$ cat src/rtl/uparc_dst_pipe_pkg.sv
// Shared definitions for the destination-result pipeline: load size codes,
// the p3 stage state encoding and the per-instruction load attribute record.
package uparc_dst_pipe_pkg;

   // Load size codes as presented on ex_ld_size (2'b11 behaves as a word)
   localparam logic [1:0] LDSZ_B = 2'b00;
   localparam logic [1:0] LDSZ_H = 2'b01;
   localparam logic [1:0] LDSZ_W = 2'b10;

   // Occupancy of the p3 (memory) stage
   typedef enum logic [1:0] {
      ST_EMPTY   = 2'd0,
      ST_READY   = 2'd1,
      ST_WAIT_LD = 2'd2
   } dst_state_e;

   // Load attributes that travel with an instruction from p2 into p3
   typedef struct packed {
      logic [1:0] size;
      logic       sign;
      logic [1:0] off;
   } ld_attr_t;

endpackage : uparc_dst_pipe_pkg

$ cat src/rtl/uparc_ld_extract.sv
// Load lane extraction: picks the addressed byte/half out of a big-endian
// response word (offset 0 is the most significant byte) and zero- or
// sign-extends it to the register width. Purely combinational.
module uparc_ld_extract
   import uparc_dst_pipe_pkg::*;
#(
   parameter int REG_W = 32
) (
   input  logic [1:0]       size,
   input  logic             sign,
   input  logic [1:0]       off,
   input  logic [REG_W-1:0] word,
   output logic [REG_W-1:0] result
);

   logic [7:0]  byte_sel;
   logic [15:0] half_sel;

   function automatic logic [REG_W-1:0] ext_byte(input logic [7:0] b, input logic sx);
      return {{(REG_W-8){sx & b[7]}}, b};
   endfunction

   function automatic logic [REG_W-1:0] ext_half(input logic [15:0] h, input logic sx);
      return {{(REG_W-16){sx & h[15]}}, h};
   endfunction

   // Lane select on the address offset, then extend according to size
   always_comb begin
      byte_sel = '0;
      half_sel = '0;
      result   = word;
      case (off)
         2'd0:    byte_sel = word[REG_W-1  -: 8];
         2'd1:    byte_sel = word[REG_W-9  -: 8];
         2'd2:    byte_sel = word[REG_W-17 -: 8];
         default: byte_sel = word[REG_W-25 -: 8];
      endcase
      // off[0] is irrelevant for halfwords: only the upper or lower half is addressable
      half_sel = off[1] ? word[REG_W-17 -: 16] : word[REG_W-1 -: 16];
      case (size)
         LDSZ_B:  result = ext_byte(byte_sel, sign);
         LDSZ_H:  result = ext_half(half_sel, sign);
         default: result = word;
      endcase
   end

endmodule : uparc_ld_extract

$ cat src/rtl/uparc_dst_pipe.sv
// Destination-result pipeline. Carries each instruction's destination register
// and result from execute (p2) through memory (p3) to the register-file write
// port, feeds the forwarding unit from both stages, completes loads from the
// load response channel and stalls the pipe while a load response is pending.
module uparc_dst_pipe
   import uparc_dst_pipe_pkg::*;
#(
   parameter int REGNO_W = 5,
   parameter int REG_W   = 32
) (
   input  logic               clk,
   input  logic               rst,
   input  logic               ex_valid,
   input  logic [REGNO_W-1:0] ex_rd,
   input  logic [REG_W-1:0]   ex_data,
   input  logic               ex_load,
   input  logic [1:0]         ex_ld_size,
   input  logic               ex_ld_sign,
   input  logic [1:0]         ex_ld_off,
   input  logic               core_stall,
   input  logic               flush,
   input  logic               ld_rsp_vld,
   input  logic [REG_W-1:0]   ld_rsp_data,
   output logic               ld_stall,
   output logic [REGNO_W-1:0] rd_p2,
   output logic [REG_W-1:0]   rd_data_p2,
   output logic               pend_mem_load_p2,
   output logic [REGNO_W-1:0] rd_p3,
   output logic [REG_W-1:0]   rd_data_p3,
   output logic               rf_we,
   output logic [REGNO_W-1:0] rf_wa,
   output logic [REG_W-1:0]   rf_wd,
   output logic               ld_spur
);

   logic               advance;

   // p2 (execute result) stage
   logic               vld_p2;
   logic [REGNO_W-1:0] rd_q_p2;
   logic [REG_W-1:0]   data_p2;
   logic               load_p2;
   ld_attr_t           attr_p2;

   // p3 (memory) stage
   dst_state_e         state_p3;
   logic [REGNO_W-1:0] rd_q_p3;
   logic [REG_W-1:0]   data_p3;
   ld_attr_t           attr_p3;
   logic [REG_W-1:0]   ld_result_p3;

   // Incoming load attributes, bundled for the p2 register
   ld_attr_t           ex_attr;

   assign ex_attr.size = ex_ld_size;
   assign ex_attr.sign = ex_ld_sign;
   assign ex_attr.off  = ex_ld_off;

   assign ld_stall = (state_p3 == ST_WAIT_LD);
   assign advance  = !core_stall && !ld_stall;

   // p2 capture: flush always leaves a bubble; otherwise load from execute on advance
   always_ff @(posedge clk or posedge rst) begin
      if (rst) begin
         vld_p2  <= 1'b0;
         rd_q_p2 <= '0;
         data_p2 <= '0;
         load_p2 <= 1'b0;
         attr_p2 <= '0;
      end else if (flush) begin
         vld_p2  <= 1'b0;
         rd_q_p2 <= '0;
         load_p2 <= 1'b0;
      end else if (advance) begin
         vld_p2  <= ex_valid;
         rd_q_p2 <= ex_valid ? ex_rd : '0;
         data_p2 <= ex_data;
         load_p2 <= ex_valid && ex_load;
         attr_p2 <= ex_attr;
      end
   end

   // ---- p2 / p3 boundary ----

   uparc_ld_extract #(
      .REG_W (REG_W)
   ) u_ld_extract (
      .size   (attr_p3.size),
      .sign   (attr_p3.sign),
      .off    (attr_p3.off),
      .word   (ld_rsp_data),
      .result (ld_result_p3)
   );

   // p3 FSM: take p2 on advance, or complete an outstanding load on its response
   always_ff @(posedge clk or posedge rst) begin
      if (rst) begin
         state_p3 <= ST_EMPTY;
         rd_q_p3  <= '0;
         data_p3  <= '0;
         attr_p3  <= '0;
      end else if (advance) begin
         rd_q_p3 <= rd_q_p2;
         data_p3 <= data_p2;
         attr_p3 <= attr_p2;
         if (!vld_p2)
            state_p3 <= ST_EMPTY;
         else if (load_p2 && (rd_q_p2 != '0))
            state_p3 <= ST_WAIT_LD;
         else
            state_p3 <= ST_READY;   // loads to r0 are dropped without waiting
      end else if ((state_p3 == ST_WAIT_LD) && ld_rsp_vld) begin
         data_p3  <= ld_result_p3;
         state_p3 <= ST_READY;
      end
   end

   // Flag a response that arrives when no load is waiting for it
   always_ff @(posedge clk or posedge rst) begin
      if (rst)
         ld_spur <= 1'b0;
      else
         ld_spur <= ld_rsp_vld && (state_p3 != ST_WAIT_LD);
   end

   // ---- p3 / register-file boundary ----

   assign rd_p2            = rd_q_p2;
   assign rd_data_p2       = data_p2;
   assign pend_mem_load_p2 = load_p2;
   // Only a completed p3 result is visible to forwarding and to the write port
   assign rd_p3            = (state_p3 == ST_READY) ? rd_q_p3 : '0;
   assign rd_data_p3       = data_p3;
   assign rf_we            = advance && (state_p3 == ST_READY) && (rd_q_p3 != '0);
   assign rf_wa            = rd_p3;
   assign rf_wd            = data_p3;

endmodule : uparc_dst_pipe

$ cat config.mk
export PLATFORM = sky130hd
export DESIGN_NAME = uparc_dst_pipe
export DESIGN_NICKNAME = d
export VERILOG_FILES = /design/src/rtl/uparc_dst_pipe_pkg.sv /design/src/rtl/uparc_ld_extract.sv /design/src/rtl/uparc_dst_pipe.sv
export SDC_FILE = /design/constraint.sdc
export NUM_CORES = 1
export LEC_CHECK = 0
export ABC_CLOCK_PERIOD_IN_PS = 4500
export BUFFER_PORTS_ARGS = -buffer_cell sky130_fd_sc_hd__buf_4
export CORE_MARGIN = 2
export CORE_UTILIZATION = 50
export CTS_CLUSTER_SIZE = 25
export DETAILED_ROUTE_END_ITERATION = 8
export GPL_TIMING_DRIVEN = 1
export PLACE_DENSITY = 0.85
export SYNTH_ARGS = -nofsm -noshare
export SYNTH_HDL_FRONTEND = slang
export SYNTH_SLANG_ARGS = --single-unit
$ cat constraint.sdc
create_clock -name clk -period 4.5 [get_ports clk]
set_input_delay 0.675 -clock clk [delete_from_list [all_inputs] [get_ports clk]]
set_output_delay 0.675 -clock clk [all_outputs]
set_load 0.005 [all_outputs]
## After elaboration in Yosys (flattened, before gate mapping)

Cells that the tools add are included.
W data, S select, Z words.

- Flip-flop bits (word level): 89
- Bits of input ports: 81
- Output and inout port bits: 115
- Logic and storage cells: 56

- Equality and inequality tests: 6
- Mux-type cells: 17
- Bitwise operators: 3
- Reductions and logical operators: 16

Operators by type and width:

| kind | count |
|---|---|
| $mux W32 | 2 |
| $pmux W32 S2 | 1 |
| $pmux W8 S3 | 1 |
| $mux W5 | 4 |
| $mux W16 | 1 |
| $reduce_bool A5 Y1 | 2 |
| $mux W2 | 4 |
| $logic_and A1 B1 Y1 | 7 |
| $eq A2 B1 Y1 const B | 3 |
| $eq A2 B2 Y1 const B | 2 |
| $logic_not A2 Y1 | 2 |
| $mux W1 | 4 |
| $reduce_bool A2 Y1 | 2 |
| $and A1 B1 Y1 | 2 |
| $logic_not A1 Y1 | 2 |
| $ne A2 B2 Y1 const B | 1 |
| $reduce_and A2 Y1 | 1 |
| $not A1 Y1 | 1 |

## Depth between registers and ports, before layout

Gate-level depths: netlist (run 1).

- Depth in word-level cells: 6
- Depth in mapped cells: 7
- Mapped depth without buffers: 4

## By module

Synthesis (run 1) repeated with hierarchy kept, for this count alone.

- Cell total of the unflattened synthesis: 446
- Area total of the unflattened synthesis: 4908.5 sq um

Modules (own cells, without submodules):

| module | times used | cells an instance | area each (sq um) | sequential area each (sq um) |
|---|---|---|---|---|
| uparc_dst_pipe | 1 | 339 | 4078.9 | 2227.1 |
| uparc_ld_extract | 1 | 107 | 829.5 | 0.0 |

## Worst setup path before layout (run 1)

OpenSTA, ideal clock, no wires.

- Path kind: input to register
- From: input port core_stall
- To: register data_p2[14], in the netlist rd_data_p2[14]
- Library setup time: 0.125 ns
- Arrival time: 1.840 ns
- Data required time: 4.375 ns
- Slack: 2.535 ns
- Stages on the path: 6
- Buffers on the path: 3
- Cells stage by stage: buf_2 or2_1 buf_4 nor2_8 buf_6 mux2_2

- Cells in the longest elaborated chain, start to end: 3

Ends and longest elaborated chain:

| element | RTL line | text |
|---|---|---|
| from (decl) | uparc_dst_pipe.sv:20 | `input logic core_stall,` |
| $logic_not A1 Y1 | uparc_dst_pipe.sv:60 | `assign advance = !core_stall && !ld_stall;` |
| $logic_and A1 B1 Y1 | uparc_dst_pipe.sv:60 |  |
| $reduce_and A2 Y1 (no source line) | -- |  |
| to (signal assigned) | uparc_dst_pipe.sv:77 | `data_p2 <= ex_data;` |
| to (decl) | uparc_dst_pipe.sv:41 | `logic [REG_W-1:0] data_p2;` |

No other way between the ends.
A chain may end at the register's enable or synchronous reset.

## Final worst setup path (run 1)

- From: register state_p3[1]
- To: register data_p3[10], in the netlist rd_data_p3[10]

- Cells in the longest elaborated chain, start to end: 4
- Elaborated cells between the ends (all ways): 6
- Those cells by class: eq/ne: 1; mux: 1; reduce/logical: 4

Ends and longest elaborated chain:

| element | RTL line | text |
|---|---|---|
| from (decl) | uparc_dst_pipe.sv:46 | `dst_state_e state_p3;` |
| from (signal assigned) | uparc_dst_pipe.sv:98 | `state_p3 <= ST_EMPTY;` |
| from (signal assigned) | uparc_dst_pipe.sv:107 | `state_p3 <= ST_EMPTY;` |
| from (signal assigned) | uparc_dst_pipe.sv:109 | `state_p3 <= ST_WAIT_LD;` |
| $eq A2 B2 Y1 (*) | uparc_dst_pipe.sv:59, uparc_dst_pipe.sv:112 |  |
| $logic_not A1 Y1 | uparc_dst_pipe.sv:60 |  |
| $logic_and A1 B1 Y1 | uparc_dst_pipe.sv:60 |  |
| $mux W32 / $reduce_bool A2 Y1 (equally long branches) | -- |  |
| to (signal assigned) | uparc_dst_pipe.sv:104 | `data_p3 <= data_p2;` |
| to (signal assigned) | uparc_dst_pipe.sv:113 | `data_p3 <= ld_result_p3;` |
| to (decl) | uparc_dst_pipe.sv:48 | `logic [REG_W-1:0] data_p3;` |

Mark *: on every way between the ends. The rest lies on a longest branch, timed or not.

==> results.txt, run 1 <==
----------------------------------------------------
[Routing]
  Detailed-routing iteration count for the pre-antenna-repair pass ... 4
  Antenna-violating nets left ... 0
  Residual DRC count ... 0
  Average vias per placed instance ... 5.576
  Overall routed net length ... 12390 um
  Violation count after the first detailed-route iteration ... 156
  Average wire length per cell after detail routing ... 17.45 um
  Overall via count from detail_route ... 3959

[Synthesis]
  Cell with the most instances after synthesis ... sky130_fd_sc_hd__dfrtp_1
  Instance count of the mapped netlist ... 455
  Synthesized area per cell ... 10.13 um2
  Post-synthesis async set-or-reset flop share ... 100.0%
  Proportion of synthesized chip area in sequential cells ... 48.32%
  Portion of synthesized cell area occupied by the leading cell type ... 48.32%
  Netlist cell types ... 42
  Multiplexer share of the synthesized area ... 12.65%
  Fraction of the mapped netlist area in simple logic gates ... 16.04%
  Combinational family with the most area after synthesis ... simple AND/OR/NAND/NOR gates
  Most common library cells after synthesis ... 89 x sky130_fd_sc_hd__dfrtp_1, 67 x sky130_fd_sc_hd__nand2_1, 40 x sky130_fd_sc_hd__buf_4
  Main flop type after synthesis ... sky130_fd_sc_hd__dfrtp_1
  Number of warnings issued by yosys ... 0
  Adder-Cell Fraction of Synth Area ... 0%
  Post-synth design cell area ... 0.004609 mm2
  #FFs+latches synth ... 89
  Fraction of the mapped netlist area in compound gates ... 12.08%
  Synth area leader ... sky130_fd_sc_hd__dfrtp_1
  Synthesized-area fraction occupied by xor and xnor cells ... 0%
  Post-synth net total ... 536
  Leading post-synthesis cells by cell area ... sky130_fd_sc_hd__dfrtp_1 48%, sky130_fd_sc_hd__mux2_2 8.6%, sky130_fd_sc_hd__buf_4 6.5%
  Post-synth EDFFs ... 0

[Hold path]
  Path category of the worst min-delay check ... flop to flop
  Worst Hold Launch ... attr_p2[1]$_DFFE_PP0P_
  Destination of the worst hold path ... attr_p3[1]$_DFFE_PP0P_
  Instance count along the most critical hold path ... 2

[Finish]
  Proportion of layout cells with a drive suffix above 1 ... 42.90%
  Diodes inserted ... 0
  Area growth, synth to finish ... 29.45%
  Area of all placed cells without fillers ... 0.005967 mm2
  Layout net count ... 675

[Global route]
  GRT Util Overall ... 24.25%
  First-pass GRT wire length ... 18990 um
  Antenna violations before repair ... 0
  Overflow left after global routing ... 0
  Vias in the first global route ... 3833
  Maximum number of pins on one net before global-route repair ... 56

[Power]
  Portion of total power attributed to combinational logic ... 26.4%
  Leakage power summed over all cells ... 2.833 nW
  Internal Pwr Total ... 0.001499 W
  Power density over cell area ... 361.3 mW/mm2
  Switching pwr ... 0.0006573 W
  Share of power burned in registers ... 47.6%
  VDD IR max ... 253.5 uV
  Switching share of power ... 30.49%
  Proportion of power drawn by the clock network ... 26.0%
  Overall power after layout ... 0.002156 W

[Flow run]
  Max-cap check violation count ... 0

[Placed design]
  Number of input and output port buffers inserted ... 195
  Detailed-placement wirelength estimate ... 9241 um
  Global placer's final weighted congestion ... 0.7833
  Cell area after placement ... 0.005766 mm2

[Die]
  Placeable core region ... 0.009109 mm2
  Site Rows ... 35
  Number of top-level pins ... 196
  Starting density of the core ... 50.60%
  Area of the die ... 0.01000 mm2
  Die outline width ... 100.0 um
  Die Height ... 100.0 um

[Worst setup path]
  CP max FO ... 29
  Register-to-Register Path Depth ... 4
  Endpoint of the worst register-to-register path ... rd_data_p3[10]$_DFFE_PP0P_
  Nature of the critical path startpoint ... flop
  Minimum setup slack among reg-to-reg paths ... 2.10 ns
  Capturing element type of the critical path ... flop
  Critical setup path kind ... flop to flop
  Crit path DAT ... 2.67 ns
  Worst endpoint required time ... 4.76 ns
  Start of the worst register-to-register path ... state_p3[1]$_DFFE_PP0P_

[STA]
  Worst-case headroom to the max-slew limit ... 35.03%
  Number of slew-limit violations in the final report ... 0
  Final hold vios ... 0
  Setup repair after global routing missed its margin ... false
  Final cycle utilization of the critical path ... 53.42%
  Sum of negative setup slack ... 0 ns
  Transition time of the tightest slew-check pin ... 0.9722 ns
  Max Freq ... 416.0 MHz
  Final number of setup-violating endpoints ... 0
  Worst setup skew after layout ... 0.01163 ns
  Min Clock Period, post-route ... 2.404 ns

[Clock tree]
  CTS tree ... built
  Worst-path clk slew ... 0.10 ns
  Post-cts gate resize count ... 0
  Clock insertion delay at the later pin of the skew report ... 0.36 ns
  Longest Clk Path Bufs ... 2
  Count of H-tree levels built during CTS ... 3
  Total clock buffers created by CTS ... 9
  Clk root buf ... sky130_fd_sc_hd__clkbuf_8
  Count of buffers added by post-CTS timing repair for setup ... 0
  Count of clock tree sinks ... 89
  Number of buffers added to fix hold violations after cts ... 0

[Outcome]
  Result of the run ... completed

----------------------------------------------------
[registers in the layout, indices dropped and copies added, names as in the netlist]
register / cells
attr_p2: 5
pend_mem_load_p2: 1
vld_p2: 1
rd_data_p3: 32
state_p3: 2
rd_q_p3: 5
rd_p2: 5
ld_spur: 1
attr_p3: 5
rd_data_p2: 32
[cell usage in the layout (no fill, tap or decap), drive strengths merged, types with 8 or more instances in the layout]
cell	netlist	routed
buf	64	197
dfrtp	89	89
nand2	67	67
mux2	40	40
nor2	35	35
a21oi	18	18
a31oi	17	17
nand3	16	16
mux2i	12	12
o21ai	10	10
nor3	9	9
clkbuf	5	9
a22oi	8	8
o22ai	8	8
or3	8	8
[worst max-delay path: stages (launching register included)]
cell and delay (ns):
sky130_fd_sc_hd__dfrtp_1 0.40, sky130_fd_sc_hd__nor2b_4 0.50, sky130_fd_sc_hd__mux2i_4 0.84, sky130_fd_sc_hd__o311ai_0 0.32, sky130_fd_sc_hd__a22oi_1 0.26
[stage by stage]
| stage | util (%) | setup WS (ns) | cells | hold slack, ns |
|---|---|---|---|---|
| 3_3_place_gp | 63.30 | 2.200 | 694 | 0.4552 |
| 6_report | 65.51 | 2.096 | 710 | 0.4815 |
| 5_1_grt | 65.51 | 1.918 | 710 | 0.5048 |
| 3_5_place_dp | 63.30 | 2.094 | 694 | 0.4652 |
| 4_1_cts | 65.51 | 2.079 | 710 | 0.4889 |
| 2_1_floorplan | - | 1.518 | 455 | 0.4348 |
[layout make-up]
cell class | instances | area, um2
Clock buffer | 9 | 123.9
Inverter | 6 | 23.77
Fill cell | 736 | 3142
Sequential cell | 89 | 2227
Timing Repair Buffer | 197 | 1479
Tap cell | 111 | 138.9
Multi-Input combinational cell | 291 | 1897
Clock inverter | 7 | 77.57
[power groups by stage]
stage / clock network (W) / logic (W) / registers [W]
CTS: 0.000568 / 0.000572 / 0.00103
global route: 0.000597 / 0.000617 / 0.00104
global placement: 0 / 0.000554 / 0.00104
floorplan: 0 / 0.000340 / 0.00100
detailed placement: 0 / 0.000570 / 0.00104
finish: 0.000561 / 0.000569 / 0.00103
[how the worst max path moves through the flow]
stage	start	cells past startpoint	end
after global routing	state_p3[1]$_DFFE_PP0P_	4	rd_data_p3[12]$_DFFE_PP0P_
after floorplan	rst	1	attr_p2[0]$_DFFE_PP0P_
final	state_p3[1]$_DFFE_PP0P_	4	rd_data_p3[10]$_DFFE_PP0P_
after detailed placement	core_stall	5	rd_data_p3[28]$_DFFE_PP0P_
after CTS	state_p3[1]$_DFFE_PP0P_	4	rd_data_p3[10]$_DFFE_PP0P_
after global placement	core_stall	5	rd_data_p3[27]$_DFFE_PP0P_
[kinds of logic (layout without fill, tap and decap cells)]
| kind of cell | Yosys count | count (layout) |
|---|---|---|
| mux | 52 | 52 |
| buf+inv | 75 | 219 |
| flops | 89 | 89 |
| compound gates | 80 | 80 |
| simple gates | 159 | 159 |
[layer usage]
metal | global-route usage (%) | up-vias | part of all wire (%) | wire, um
met5 | 0 | - | 0 | 0
met4 | 8.851 | 0 | 2.4 | 292
met1 | 31.96 | 1917 | 42 | 5145
li1 | - | 1837 | - | -
met3 | 4.039 | 22 | 6.2 | 768
met2 | 40.59 | 183 | 50 | 6179
Note: power is estimated with default switching activity, not from simulation.
==> inputs of run 2 (changes only) <==
ABC_CLOCK_PERIOD_IN_PS = 2500   (was 4500)
CORE_UTILIZATION = 48   (was 50)
PLACE_DENSITY = 0.82   (was 0.85)
clock period = 2.5 ns   (was 4.5 ns; I/O delays follow)
==> run 2 against run 1 <==
Against the previous run:
- largest power group unchanged
- worst setup slack worse by 1.6 ns
- maximum frequency grew 17%
- clock power increased by 110%
- utilization grew 0.30 points
- power up 90%
- die area rose by 4.0%
- critical path depth increased by 1
- combinational power grew 88%
- final cell count is 3.4% higher
==> results.txt, run 2 (synthesized netlist as in run 1, its figures left out) <==
----------------------------------------------------
[Placed design]
  Global placer's final weighted congestion ... 0.8463
  Cell area after placement ... 0.005868 mm2
  Detailed-placement wirelength estimate ... 9591 um
  Number of input and output port buffers inserted ... 195
  Number of cells after detailed placement ... 719

[Global route]
  Maximum number of pins on one net before global-route repair ... 90
  First-pass GRT wire length ... 19250 um
  GRT Util Overall ... 24.13%
  Antenna violations before repair ... 0
  Vias in the first global route ... 3819
  Overflow left after global routing ... 0

[Clock tree]
  Total clock buffers created by CTS ... 9
  Count of H-tree levels built during CTS ... 3
  Count of clock tree sinks ... 89
  Clk root buf ... sky130_fd_sc_hd__clkbuf_8
  Worst-path clk slew ... 0.08 ns
  Post-cts gate resize count ... 0
  Longest Clk Path Bufs ... 2
  Count of buffers added by post-CTS timing repair for setup ... 0
  Number of buffers added to fix hold violations after cts ... 0
  CTS tree ... built
  Clock insertion delay at the later pin of the skew report ... 0.36 ns

[Worst setup path]
  Critical path buffers and inverters ... 1
  Capturing element type of the critical path ... flop
  Start of the worst register-to-register path ... state_p3[1]$_DFFE_PP0P_
  Nature of the critical path startpoint ... flop
  Critical setup path kind ... flop to flop
  Register-to-Register Path Depth ... 5
  Minimum setup slack among reg-to-reg paths ... 0.45 ns
  Crit path largest cell delay ... 0.51 ns
  Crit path DAT ... 2.25 ns
  Critical path cell sequence ... nor2b_4 -> or2_2 -> buf_4 -> a41oi_4 -> a31oi_1
  Crit-path leading delay family ... compound AO/OA/AOI/OAI gates
  CP max FO ... 21
  Worst endpoint required time ... 2.70 ns
  Cell with the largest stage delay on the worst path ... sky130_fd_sc_hd__a41oi_4
  Endpoint of the worst register-to-register path ... rd_data_p3[20]$_DFFE_PP0P_

[Routing]
  Average wire length per cell after detail routing ... 17.55 um
  Overall via count from detail_route ... 4022
  Overall routed net length ... 12880 um
  Antenna-violating nets left ... 0
  Average vias per placed instance ... 5.480
  Detailed-routing iteration count for the pre-antenna-repair pass ... 4
  Residual DRC count ... 0
  Violation count after the first detailed-route iteration ... 156

[STA]
  Final number of setup-violating endpoints ... 0
  Transition time of the tightest slew-check pin ... 0.6558 ns
  Final cycle utilization of the critical path ... 81.96%
  Worst-case headroom to the max-slew limit ... 56.23%
  Number of slew-limit violations in the final report ... 0
  Min Clock Period, post-route ... 2.049 ns
  Final hold vios ... 0
  Worst setup skew after layout ... 0.007321 ns
  Setup repair after global routing missed its margin ... false
  Max Freq ... 488.0 MHz
  Sum of negative setup slack ... 0 ns

[Die]
  Placeable core region ... 0.009284 mm2
  Number of top-level pins ... 196
  Site Rows ... 35
  Area of the die ... 0.01040 mm2
  Die outline width ... 102.0 um
  Starting density of the core ... 49.65%
  Die Height ... 102.0 um

[Outcome]
  Result of the run ... completed

[Finish]
  Area growth, synth to finish ... 32.55%
  Top library cells by usage in the layout, fill and taps aside ... 202 x sky130_fd_sc_hd__buf_4, 89 x sky130_fd_sc_hd__dfrtp_1, 67 x sky130_fd_sc_hd__nand2_1, 35 x sky130_fd_sc_hd__mux2_2, 33 x sky130_fd_sc_hd__nor2_1
  Proportion of layout cells with a drive suffix above 1 ... 43.47%
  Layout net count ... 682
  Area of all placed cells without fillers ... 0.006110 mm2
  Diodes inserted ... 0
  Most common cell after layout, fill and taps aside ... sky130_fd_sc_hd__buf_4
  Count of non-filler cells in the finished layout ... 734

[Hold path]
  Path category of the worst min-delay check ... primary input to asynchronous set/reset pin

[Power]
  Power density over cell area ... 669.0 mW/mm2
  VDD IR max ... 342.8 uV
  Leakage power summed over all cells ... 2.895 nW

[Flow run]
  Max-cap check violation count ... 0

----------------------------------------------------
-- run 2: worst max-delay path by stage --
stage	slack, ns	from	end	cells after the start
finish	0.45	state_p3[1]$_DFFE_PP0P_	rd_data_p3[20]$_DFFE_PP0P_	5
global route	0.32	state_p3[1]$_DFFE_PP0P_	rd_data_p3[20]$_DFFE_PP0P_	5
CTS	0.49	state_p3[1]$_DFFE_PP0P_	rd_data_p3[20]$_DFFE_PP0P_	5
detailed placement	0.46	core_stall	rd_data_p3[20]$_DFFE_PP0P_	5
global placement	0.56	core_stall	rd_data_p3[19]$_DFFE_PP0P_	5
floorplan	0.84	core_stall	rd_data_p2[14]$_DFFE_PP0P_	6
-- run 2: per-layer routing --
metal | track usage (%) | wire (um) | vias to the layer above
met5 | 0 | 0 | -
met4 | 10.15 | 283 | 0
met3 | 3.830 | 867 | 24
met2 | 39.63 | 6509 | 172
met1 | 32.00 | 5219 | 1976
li1 | - | - | 1850
-- run 2: area by class of cell --
class | instances | area (um2)
Clock buffer | 10 | 137.6
Clock inverter | 5 | 103.9
Fill cell | 753 | 3174
Inverter | 6 | 26.28
Multi-Input combinational cell | 291 | 1897
Sequential cell | 89 | 2227
Tap cell | 129 | 161.4
Timing Repair Buffer | 204 | 1556
-- run 2: worst register-to-register path: cells and delay by family (launching register included) --
kind	cells	cell delay, ns
AOI/OAI and AO/OA	2	0.72
buffers and inverters	1	0.24
DFF	1	0.42
and+or+nand+nor	2	0.52
-- run 2: metrics by stage --
| step | worst slack, ns | hold slack [ns] | power (W) | utilization (%) |
|---|---|---|---|---|
| 3_5_place_dp | 0.4622 | 0.4689 | 0.002924 | 63.21 |
| 6_report | 0.4510 | 0.1117 | 0.004087 | 65.81 |
| 3_3_place_gp | 0.5580 | 0.4632 | 0.002886 | 63.21 |
| 5_1_grt | 0.3234 | 0.1941 | 0.004281 | 65.81 |
| 4_1_cts | 0.4880 | 0.1642 | 0.004098 | 65.81 |
| 2_1_floorplan | 0.8354 | 0.4348 | 0.002415 | - |
-- run 2: power breakdown --
part / switching, W / internal [W]
Clock: 0.000502 / 0.000686
Sequential: 0.000195 / 0.00163
Combinational: 0.000462 / 0.000610
